$ cat src/rtl/cosine_arbiter.sv
// cosine_arbiter: round-robin sharing of one cosine core
// between NUM_REQ requesters, with a hung-core watchdog.
module cosine_arbiter #(
  parameter int NUM_REQ = 4,
  parameter int DATA_W  = 32,
  parameter int TIMEOUT = 255,
  parameter int IDX_W   = $clog2(NUM_REQ)
) (
  input  logic                      clk,
  input  logic                      reset,
  input  logic                      clk_en,
  input  logic [NUM_REQ-1:0]        req_valid,
  input  logic [NUM_REQ*DATA_W-1:0] req_theta,
  output logic [NUM_REQ-1:0]        req_ack,
  output logic [NUM_REQ-1:0]        resp_valid,
  output logic [DATA_W-1:0]         resp_result,
  output logic                      resp_error,
  output logic                      core_start,
  output logic [DATA_W-1:0]         core_theta,
  input  logic                      core_done,
  input  logic [DATA_W-1:0]         core_result,
  output logic                      busy,
  output logic [IDX_W-1:0]          grant_id
);

  localparam int CNT_W = (TIMEOUT > 1) ? $clog2(TIMEOUT) : 1;
  localparam logic [CNT_W-1:0] CNT_LAST = CNT_W'(TIMEOUT - 1);
  localparam logic [DATA_W-1:0] QNAN = DATA_W'(32'h7FC0_0000);

  typedef enum logic [1:0] {
    IDLE,
    ISSUE,
    WAIT,
    RESP
  } stateT;

  stateT state;
  stateT stateNext;

  logic [IDX_W-1:0]   rrPtr;
  logic [IDX_W-1:0]   pick;
  logic [IDX_W-1:0]   cand;
  logic               hit;
  logic [CNT_W-1:0]   wdCnt;
  logic               wdHit;
  logic [NUM_REQ-1:0] grantOh;
  logic [DATA_W-1:0]  thetaArr [NUM_REQ];

  function automatic logic [IDX_W-1:0] wrapInc(
    input logic [IDX_W-1:0] v
  );
    return (v == IDX_W'(NUM_REQ - 1)) ? '0 : v + IDX_W'(1);
  endfunction

  // unpack the flat operand bus into one word per requester
  always_comb begin
    for (int i = 0; i < NUM_REQ; i++) begin
      thetaArr[i] = req_theta[i*DATA_W +: DATA_W];
    end
  end

  // first pending requester at or above rrPtr, wrapping around
  always_comb begin
    hit  = 1'b0;
    pick = rrPtr;
    cand = rrPtr;
    for (int i = 0; i < NUM_REQ; i++) begin
      if (!hit && req_valid[cand]) begin
        hit  = 1'b1;
        pick = cand;
      end
      cand = wrapInc(cand);
    end
  end

  assign wdHit = (TIMEOUT != 0) && (wdCnt == CNT_LAST);

  // state register; clk_en low freezes the sequencer
  always_ff @(posedge clk or negedge reset) begin
    if (!reset) begin
      state <= IDLE;
    end else if (clk_en) begin
      state <= stateNext;
    end
  end

  // next-state: done beats the watchdog on the final count
  always_comb begin
    stateNext = state;
    unique case (state)
      IDLE:    if (hit) stateNext = ISSUE;
      ISSUE:   stateNext = WAIT;
      WAIT:    if (core_done || wdHit) stateNext = RESP;
      RESP:    stateNext = IDLE;
      default: stateNext = IDLE;
    endcase
  end

  // grant capture, watchdog and result registers
  always_ff @(posedge clk or negedge reset) begin
    if (!reset) begin
      rrPtr       <= '0;
      grant_id    <= '0;
      core_theta  <= '0;
      wdCnt       <= '0;
      resp_result <= '0;
      resp_error  <= 1'b0;
    end else if (clk_en) begin
      unique case (state)
        IDLE: begin
          if (hit) begin
            core_theta <= thetaArr[pick];
            grant_id   <= pick;
            rrPtr      <= wrapInc(pick);
          end
        end
        ISSUE: wdCnt <= '0;
        WAIT: begin
          if (core_done) begin
            resp_result <= core_result;
            resp_error  <= 1'b0;
          end else if (wdHit) begin
            resp_result <= QNAN;
            resp_error  <= 1'b1;
          end else begin
            wdCnt <= wdCnt + CNT_W'(1);
          end
        end
        default: ;
      endcase
    end
  end

  assign grantOh    = NUM_REQ'(1) << grant_id;
  assign core_start = (state == ISSUE);
  assign busy       = (state != IDLE);
  assign req_ack    = core_start ? grantOh : '0;
  assign resp_valid = (state == RESP) ? grantOh : '0;

endmodule

$ cat config.mk
export PLATFORM = sky130hd
export DESIGN_NAME = cosine_arbiter
export DESIGN_NICKNAME = d
export VERILOG_FILES = /design/src/rtl/cosine_arbiter.sv
export SDC_FILE = /design/constraint.sdc
export NUM_CORES = 1
export LEC_CHECK = 0
export ABC_AREA = 1
export CAP_MARGIN = 10
export CORE_MARGIN = 10
export CORE_UTILIZATION = 41
export DETAILED_ROUTE_END_ITERATION = 16
export HOLD_SLACK_MARGIN = 0.12
export PLACE_DENSITY_LB_ADDON = 0.05
export SLEW_MARGIN = 25
export SYNTH_ARGS = -nofsm -noshare
export SYNTH_HDL_FRONTEND = slang
export SYNTH_SLANG_ARGS = --single-unit
$ cat constraint.sdc
create_clock -name clk -period 2.48 [get_ports clk]
set_input_delay 0.496 -clock clk [delete_from_list [all_inputs] [get_ports clk]]
set_output_delay 0.496 -clock clk [all_outputs]
set_load 0.03 [all_outputs]
==> results.ini, run 1 <==
[critical_path]
critPathMaxStageDelay_ns = 0.73
path_class = register to output pin
path_cells = ha_1 -> inv_1 -> nor3_1 -> clkdlybuf4s50_1
crit_slowest_cell = clkdlybuf4s50_1
r2r_slack_ns = 0.24
required_ns = 1.98
end_kind = output pin
critical_path_arrival_ns = 1.87
cp_max_fo = 4
critPathLaunchType = register

[logic_synthesis]
yosys_warnings = 0
synthXorXnorAreaFrac_pct = 0.178
synth_top_family_by_area = simple AND/OR/NAND/NOR gates
synthSimpleGateAreaFrac_pct = 38.6
ys_seq_area_share_pct = 40.1
async_reset_ff_share_pct = 100
yosys.area.top_type = dfrtp_1
ys.flop_type = dfrtp_1
synthTopCellsByArea = dfrtp_1 40%, nand2_1 20%, nand3_1 12%, inv_1 7.2%, a22o_1 4.1%
muxShareOfSynthArea_pct = 0
yosys.area_share.adder_pct = 1.78
synth_edf_count = 0
synth_area_per_cell_um2 = 7.00
synth_top_area_share_pct = 40.1
syn_nets = 879
ys_ff_latch = 79
synth-compound-area-share_pct = 7.77
synthCells = 704
synth_area_um2 = 4930
ys_types = 35

[power_and_ir_drop]
ir_drop_v = 0.000854
pwr_density_cell_nw_per_um2 = 1510
p_leak_nw = 4.03
fin_total_pwr_w = 0.0120

[timing]
setup-tns-final_ns = 0
period_share_pct = 95.5
tightest_slew_ns = 0.484
finalSetupViolCount = 0
max_slew_margin_pct = 67.7
hold_slack_ns = 0.483
maxSlewViolCount = 0
fin_skew_ns = 0.00707
hold_violations = 0
rsz0062_at_grt = no
clock.fmax_mhz = 422
fin_crit_ns = 2.37

[finish]
ff_latch_area_um2 = 1980
diodes = 0
fill_cells = 997
layout-drive-gt1-share_pct = 7.82
stdcell_count = 1102
multiInputGateArea_um2 = 2400
synthToLayoutAreaGrowth_pct = 62.4
num-nets-final = 1129
final_core_util_pct = 68.9

[global_route]
grt-ovfl-total = 0
grt_max_degree = 47
grt_pass1_wl_mm = 28.9
grt_pass1_vias = 5558
grtUsageTotal_pct = 21.3
antenna_found_initial = 0

[floorplan]
rows = 39
die_x_um = 130
core_um2 = 11600
boundaryPins = 245
dieArea_um2 = 16800
die_y_um = 130
initial_core_util_pct = 42.4

[clocking]
clockBufferDepth = 2
cts_tree = done
numCtsBuffers = 9
htreeDepth = 3
clk_latency_ns = 0.34
clk_pin_slew_ns = 0.07
clkSinkCount = 79
cts-root-buf = clkbuf_16

[run_status]
status = finished, final reports clean

[detailed_routing]
dr.pass1.iters = 5
antenna_left = 0
drtIter0Drc = 379
vias = 5529
drc_errors = 0
wirelength_mm = 18.4
wl_per_cell_um = 16.7
via_per_inst = 5.02

[flow_run]
max_cap_viol_count = 0

[place]
hpwl_mm = 14.4
place_congestion = 0.852
port-buffer-count = 244
dp_cells = 1084

[hold_path]
min_path_type = register to register

-- placed cells by master, fill, tap and decap left out, types with 2 or more instances in the layout --
cell	instances
nand2_1	266
clkdlybuf4s50_1	239
nand3_1	117
inv_1	94
dfrtp_1	79
a22o_1	23
buf_4	19
nor3_1	14
nand2_2	9
o22a_1	9
clkbuf_16	9
inv_2	8
nor2_1	8
buf_12	8
a21oi_1	6
ha_1	6
o21ai_0	5
nand2_4	3
inv_6	3
dlygate4sd2_1	3
nor2_4	2
nand3_4	2
nor2_2	2
nand3_2	2
nand4_1	2
o22ai_1	2
nor3b_1	2
inv_8	2
-- metal layers --
metal,part of all wire (%),vias up,track usage [%]
met3,7.7,25,5.87
met1,38,2572,23.8
met4,1.6,0,6.48
met2,52,199,38.4
li1,-,2733,-
met5,0,-,0
-- logic make-up after synthesis --
kind of cell / Yosys count
simple gates: 431
flops: 79
fa+ha+maj: 7
xor+xnor: 1
compound gates: 50
buf+inv: 136
-- cell type report --
cell class                 instances  area share (%)
timing repair buffer             271            34.3
multi-input combinational        489            30.0
sequential                        79            24.7
inverter                         104            4.92
clock buffer                       9            2.81
tap                              143            2.24
clock inverter                     7            1.08
-- cells in the mapped netlist (2+ instances only) --
master / instances
nand2_1: 266
nand3_1: 117
inv_1: 94
dfrtp_1: 79
a22o_1: 23
buf_2: 20
nor3_1: 14
nand2_2: 10
inv_2: 9
o22a_1: 9
nor2_1: 8
ha_1: 7
a21oi_1: 6
clkbuf_1: 6
o21ai_0: 5
buf_6: 4
nand2_4: 2
nand3_2: 2
nand3_4: 2
nand4_1: 2
nor2_2: 2
nor2_4: 2
nor3b_1: 2
o22ai_1: 2
-- registers in the layout (all words and copies together), names as in the netlist --
name,flops
wdCnt,8
grant_id,2
rrPtr,2
core_theta,32
resp_error,1
resp_result,32
state,2
-- power by group --
group | internal [W] | total [W] | leakage [nW] | switching (W)
registers | 0.00182 | 0.00215 | 0.989 | 0.000328
logic | 0.00341 | 0.00849 | 2.89 | 0.00509
clock network | 0.000805 | 0.00140 | 0.151 | 0.000598
-- critical path: cells and delay by family, from the launching register on --
family	cells	cell delay, ns
fa+ha+maj	1	0.16
flops	1	0.38
buf+inv	2	0.80
simple gates	1	0.20
-- through the flow --
step	area [um^2]	setup WS, ns
CTS	7960	0.0176
floorplan	4930	0.360
global placement	7640	-0.0117
finish	8000	0.111
detailed placement	7640	-0.0856
global route	8000	0.00462
-- timing repair --
| item | 4_1_cts | 5_1_grt |
|---|---|---|
| resized for setup | 3 | 5 |
| gates cloned | 0 | 0 |
| hold endpoints to repair | 1 | 0 |
| endpoints found under the setup margin | 3 | 57 |
| setup buffers | 0 | 1 |
| pin swaps | 0 | 1 |
| hold buffers | 1 | 0 |
-- worst paths after layout --
path,from,end,depth (start not counted)
worst max-delay path,state[0],resp_valid[0],4
worst max register to register,rrPtr[0],core_theta[2],16
max in group asynchronous,reset,grant_id[1],3
worst min-delay path,core_theta[1],core_theta[1],2
worst min register to register,core_theta[1],core_theta[1],2
min in group asynchronous,reset,core_theta[22],2
Note: power is estimated with default switching activity, not from simulation.
==> run 2, diff against run 1 <==
- CORE_MARGIN: 10 -> 2
- GPL_TIMING_DRIVEN: unset -> 0
==> run 2 against run 1 <==
Against the previous run:
- clock-buffer cell count stayed put
- register-to-register slack worse by 0.07 ns
- sequential power hardly changed
==> results.ini, run 2 (synthesized netlist as in run 1, its figures left out) <==
[critical_path]
r2r_slack_ns = 0.17
critical_path_arrival_ns = 1.84
cp_max_fo = 6
critPathLaunchType = register
required_ns = 1.98
rr_startpoint = rrPtr[1]
path_class = register to output pin
setup.worst_path.start = grant_id[0]
end_kind = output pin
r2r_end = core_theta[14]
endpoint = resp_valid[3]
r2r_cells = 15

[place]
place_congestion = 0.878
dp_cells = 1096
place_area_um2 = 7580
hpwl_mm = 12.7
port-buffer-count = 244

[floorplan]
dieArea_um2 = 12900
core_um2 = 11900
die_x_um = 114
boundaryPins = 245
die_y_um = 114
initial_core_util_pct = 41.6
rows = 40

[clocking]
cts-root-buf = clkbuf_16
clkSinkCount = 79
numCtsBuffers = 9
cts_tree = done
htreeDepth = 3
clk_pin_slew_ns = 0.06
clk_latency_ns = 0.34
clockBufferDepth = 2

[power_and_ir_drop]
p_leak_nw = 4.05
pwr_density_cell_nw_per_um2 = 1480
ir_drop_v = 0.000797

[timing]
finalSetupViolCount = 0
fin_crit_ns = 2.34
clock.fmax_mhz = 428
max_slew_margin_pct = 69.2
fin_skew_ns = 0.00735
maxSlewViolCount = 0
period_share_pct = 94.2
hold_violations = 0
tightest_slew_ns = 0.462

[detailed_routing]
drc_errors = 0
drtIter0Drc = 427
vias = 5570
antenna_left = 0
wirelength_mm = 16.1
dr.pass1.iters = 5
via_per_inst = 5.00
wl_per_cell_um = 14.5

[finish]
fill_cells = 1035
stdcell_count = 1114
final_area_um2 = 7950
synthToLayoutAreaGrowth_pct = 61.2
diodes = 0
layout_commonest_cell = nand2_1
reg_top3 = core_theta x32, resp_result x32, wdCnt x8
layout-drive-gt1-share_pct = 8.38
final_cell_mix = 265 x nand2_1, 239 x clkdlybuf4s50_1, 117 x nand3_1
num-nets-final = 1137

[global_route]
antenna_found_initial = 0
met1_usage_pct = 29.9
use_met3_pct = 4.41
grt-busiest-layer = met2
grtUsageTotal_pct = 24.2
grt_max_degree = 55
grt-ovfl-total = 0
met2_usage_pct = 42.8
grt_pass1_vias = 5339
grt_pass1_wl_mm = 25.2

[flow_run]
max_cap_viol_count = 0

[run_status]
status = finished, final reports clean

[hold_path]
min_path_type = register to register

-- run 2: what timing repair did --
item	CTS	global route
hold endpoints to repair	25	0
resized for setup	6	10
setup buffers	0	2
hold buffers	1	0
endpoints found under the setup margin	35	59
pin swaps	0	1
-- run 2: worst max-delay path, cell delays in order (launching register included) --
cell,delay (ns)
dfrtp_1,0.43
inv_1,0.13
nor3_1,0.20
clkdlybuf4s50_1,0.74
-- run 2: power by group --
part / switching (W) / total, W / leakage [nW] / internal, W
clock: 0.000578 / 0.00128 / 0.143 / 0.000701
sequential: 0.000310 / 0.00213 / 0.988 / 0.00182
combinational: 0.00513 / 0.00832 / 2.92 / 0.00319
-- run 2: worst min path at each step --
stage	to	cells after the start	start
6_report	core_theta[4]	2	core_theta[4]
5_1_grt	core_theta[5]	2	core_theta[5]
4_1_cts	core_theta[5]	2	core_theta[5]
2_1_floorplan	core_theta[0]	0	reset
3_3_place_gp	core_theta[5]	2	core_theta[5]
3_5_place_dp	core_theta[22]	1	reset
-- run 2: metrics by stage --
step                hold WS, ns  power (W)  setup slack, ns  setup TNS (ns)  utilization [%]
global placement          0.465     0.0101            -1.95         -156.42             63.7
finish                    0.478     0.0117            0.144               0             67.0
detailed placement        0.441     0.0103           -0.206           -5.73             63.9
floorplan                 0.200    0.00760            0.360               0                -
global route              0.506     0.0127         -0.00254        -0.00254             67.0
CTS                       0.482     0.0117          0.00265               0             66.6
-- run 2: routing by layer --
layer  share of wire, %  up-vias  wire, um
li1                   -     2756         -
met1                 41     2567      6590
met2                 51      216      8170
met3                5.7       31       919
met4                2.8        0       444
met5                  0        -         0
-- run 2: layout make-up --
| type | instances | area, um^2 | share of cell area [%] |
|---|---|---|---|
| repair buffers | 248 | 2500 | 31.5 |
| multi-input cells | 489 | 2420 | 30.4 |
| flip-flops and latches | 79 | 1980 | 24.9 |
| inverters | 104 | 395 | 4.98 |
| clock buffers | 9 | 225 | 2.83 |
| well taps | 147 | 184 | 2.31 |
| plain buffers | 31 | 181 | 2.28 |
| clock inverters | 7 | 63.8 | 0.803 |
==> edit: new RTL, settings of run 1 <==
The parameter `TIMEOUT` goes from 255 to 510.
--- a/src/rtl/cosine_arbiter.sv
+++ b/src/rtl/cosine_arbiter.sv
@@ -3,7 +3,7 @@
 module cosine_arbiter #(
   parameter int NUM_REQ = 4,
   parameter int DATA_W  = 32,
-  parameter int TIMEOUT = 255,
+  parameter int TIMEOUT = 510,
   parameter int IDX_W   = $clog2(NUM_REQ)
 ) (
   input  logic                      clk,
Function: no difference found for any inputs over 4 cycles, from zero or initial values and one cycle with reset low; that may be too few to reach the edited logic, so the function may still have changed.
==> edit against run 1 <==
  * Routed wire length is 4.4% higher
  * Global-route usage is 0.34 points higher
  * Area after synthesis is 2.9% higher
  * Sequential share of layout area is 0.38 points lower
  * Power is 2.9% higher
  * Core utilization is 0.66 points lower
  * Sequential cell count is 1 higher
  * Cell area is 2.9% higher
  * Worst setup slack better by 27 ps
==> edit: results (changes against run 1) <==
status completed; Final Wtd Congestion 0.875 (+2.7%); WL met1 7.85 mm (+11%); Synth area leaders dfrtp_1 39%, nand2_1 26%, nand3_1 11%, inv_1 6.6%, ha_1 1.7%; Final HPWL DP 15.0 mm (+3.8%); r2r endpoint core_theta[29]; Synth Area in XOR/XNOR 0.863% (+0.69 points); largest net degree at the start of global routing 64 (+36%); NetSw 0.00611 W (+1.7%); met2 GRT Util 35.8% (-2.6 points); Resized cells post-CTS 1 (-2); library cells used by synthesis 34 (-2.9%); initial core utilization 42.1% (-0.37 points); Syn Inst Count 753 (+7.0%); drt total wl 19.2 mm (+4.4%); critical path endpoint resp_valid[3]; dpl cell area 0.00784 mm2 (+2.5%); layout cells sized above 1 7.50% (-0.33 points); hold slack 478 ps (-4.83 ps); hold endpoint resp_result[7]; Layout Skew 6.61 ps (-0.458 ps); Worst Path Arrival 1850 ps (-20 ps); syn_nets 928 (+5.6%); DR WL met2 9.20 mm (-4.0%); Max-Slew Margin vs Limit 72.1% (+4.4 points); DR WL met3 1.88 mm (+32%); vias 5632 (+1.9%); FF-to-FF setup slack 270 ps (+30 ps); met3 Use GR 9.41% (+3.5 points); top post-synthesis cells by count 351 x nand2_1, 108 x nand3_1, 89 x inv_1; worst r2r src rrPtr[1]; max frequency 0.427 GHz (+1.1%); IR drop worst, VDD 0.838 mV (-1.9%); static leakage 4.18 nW (+3.8%); post-place setup slack -42.8 ps (+42.8 ps); Synth Area in Compound Gates 3.80% (-4.0 points); sequential share of the synthesized area 39.5% (-0.65 points); Max FO, Critical Path 6 (+2); Setup crit start grant_id[1]; gr usage total 21.6% (+0.34 points)
-- edit: power groups by stage --
stage	combinational, W	sequential, W	clock [W]
2_1_floorplan	0.00445	0.00308	0
3_3_place_gp	0.00850	0.00216	0
3_5_place_dp	0.00857	0.00216	0
4_1_cts	0.00859	0.00216	0.00147
5_1_grt	0.00966	0.00223	0.00152
6_report	0.00879	0.00217	0.00144
-- edit: cell families after synthesis --
logic type | after synthesis
AOI/OAI and AO/OA | 27
xor gates and xnor gates | 5
adders and majority gates | 7
buffers and inverters | 125
DFF | 80
and+or+nand+nor | 509
-- edit: area by class of cell --
cell class	count	area, um2
timing repair buffer	275	2800
multi-input combinational	548	2540
fill	1073	3830
clock buffer	11	233
clock inverter	5	81.3
antenna	1	2.50
inverter	95	367
tap	168	210
sequential	80	2000
-- edit: worst max-delay path, stage by stage (launching register included) --
cell	delay [ps]
dfrtp_1	440
inv_1	140
nor3_1	210
clkdlybuf4s50_1	710
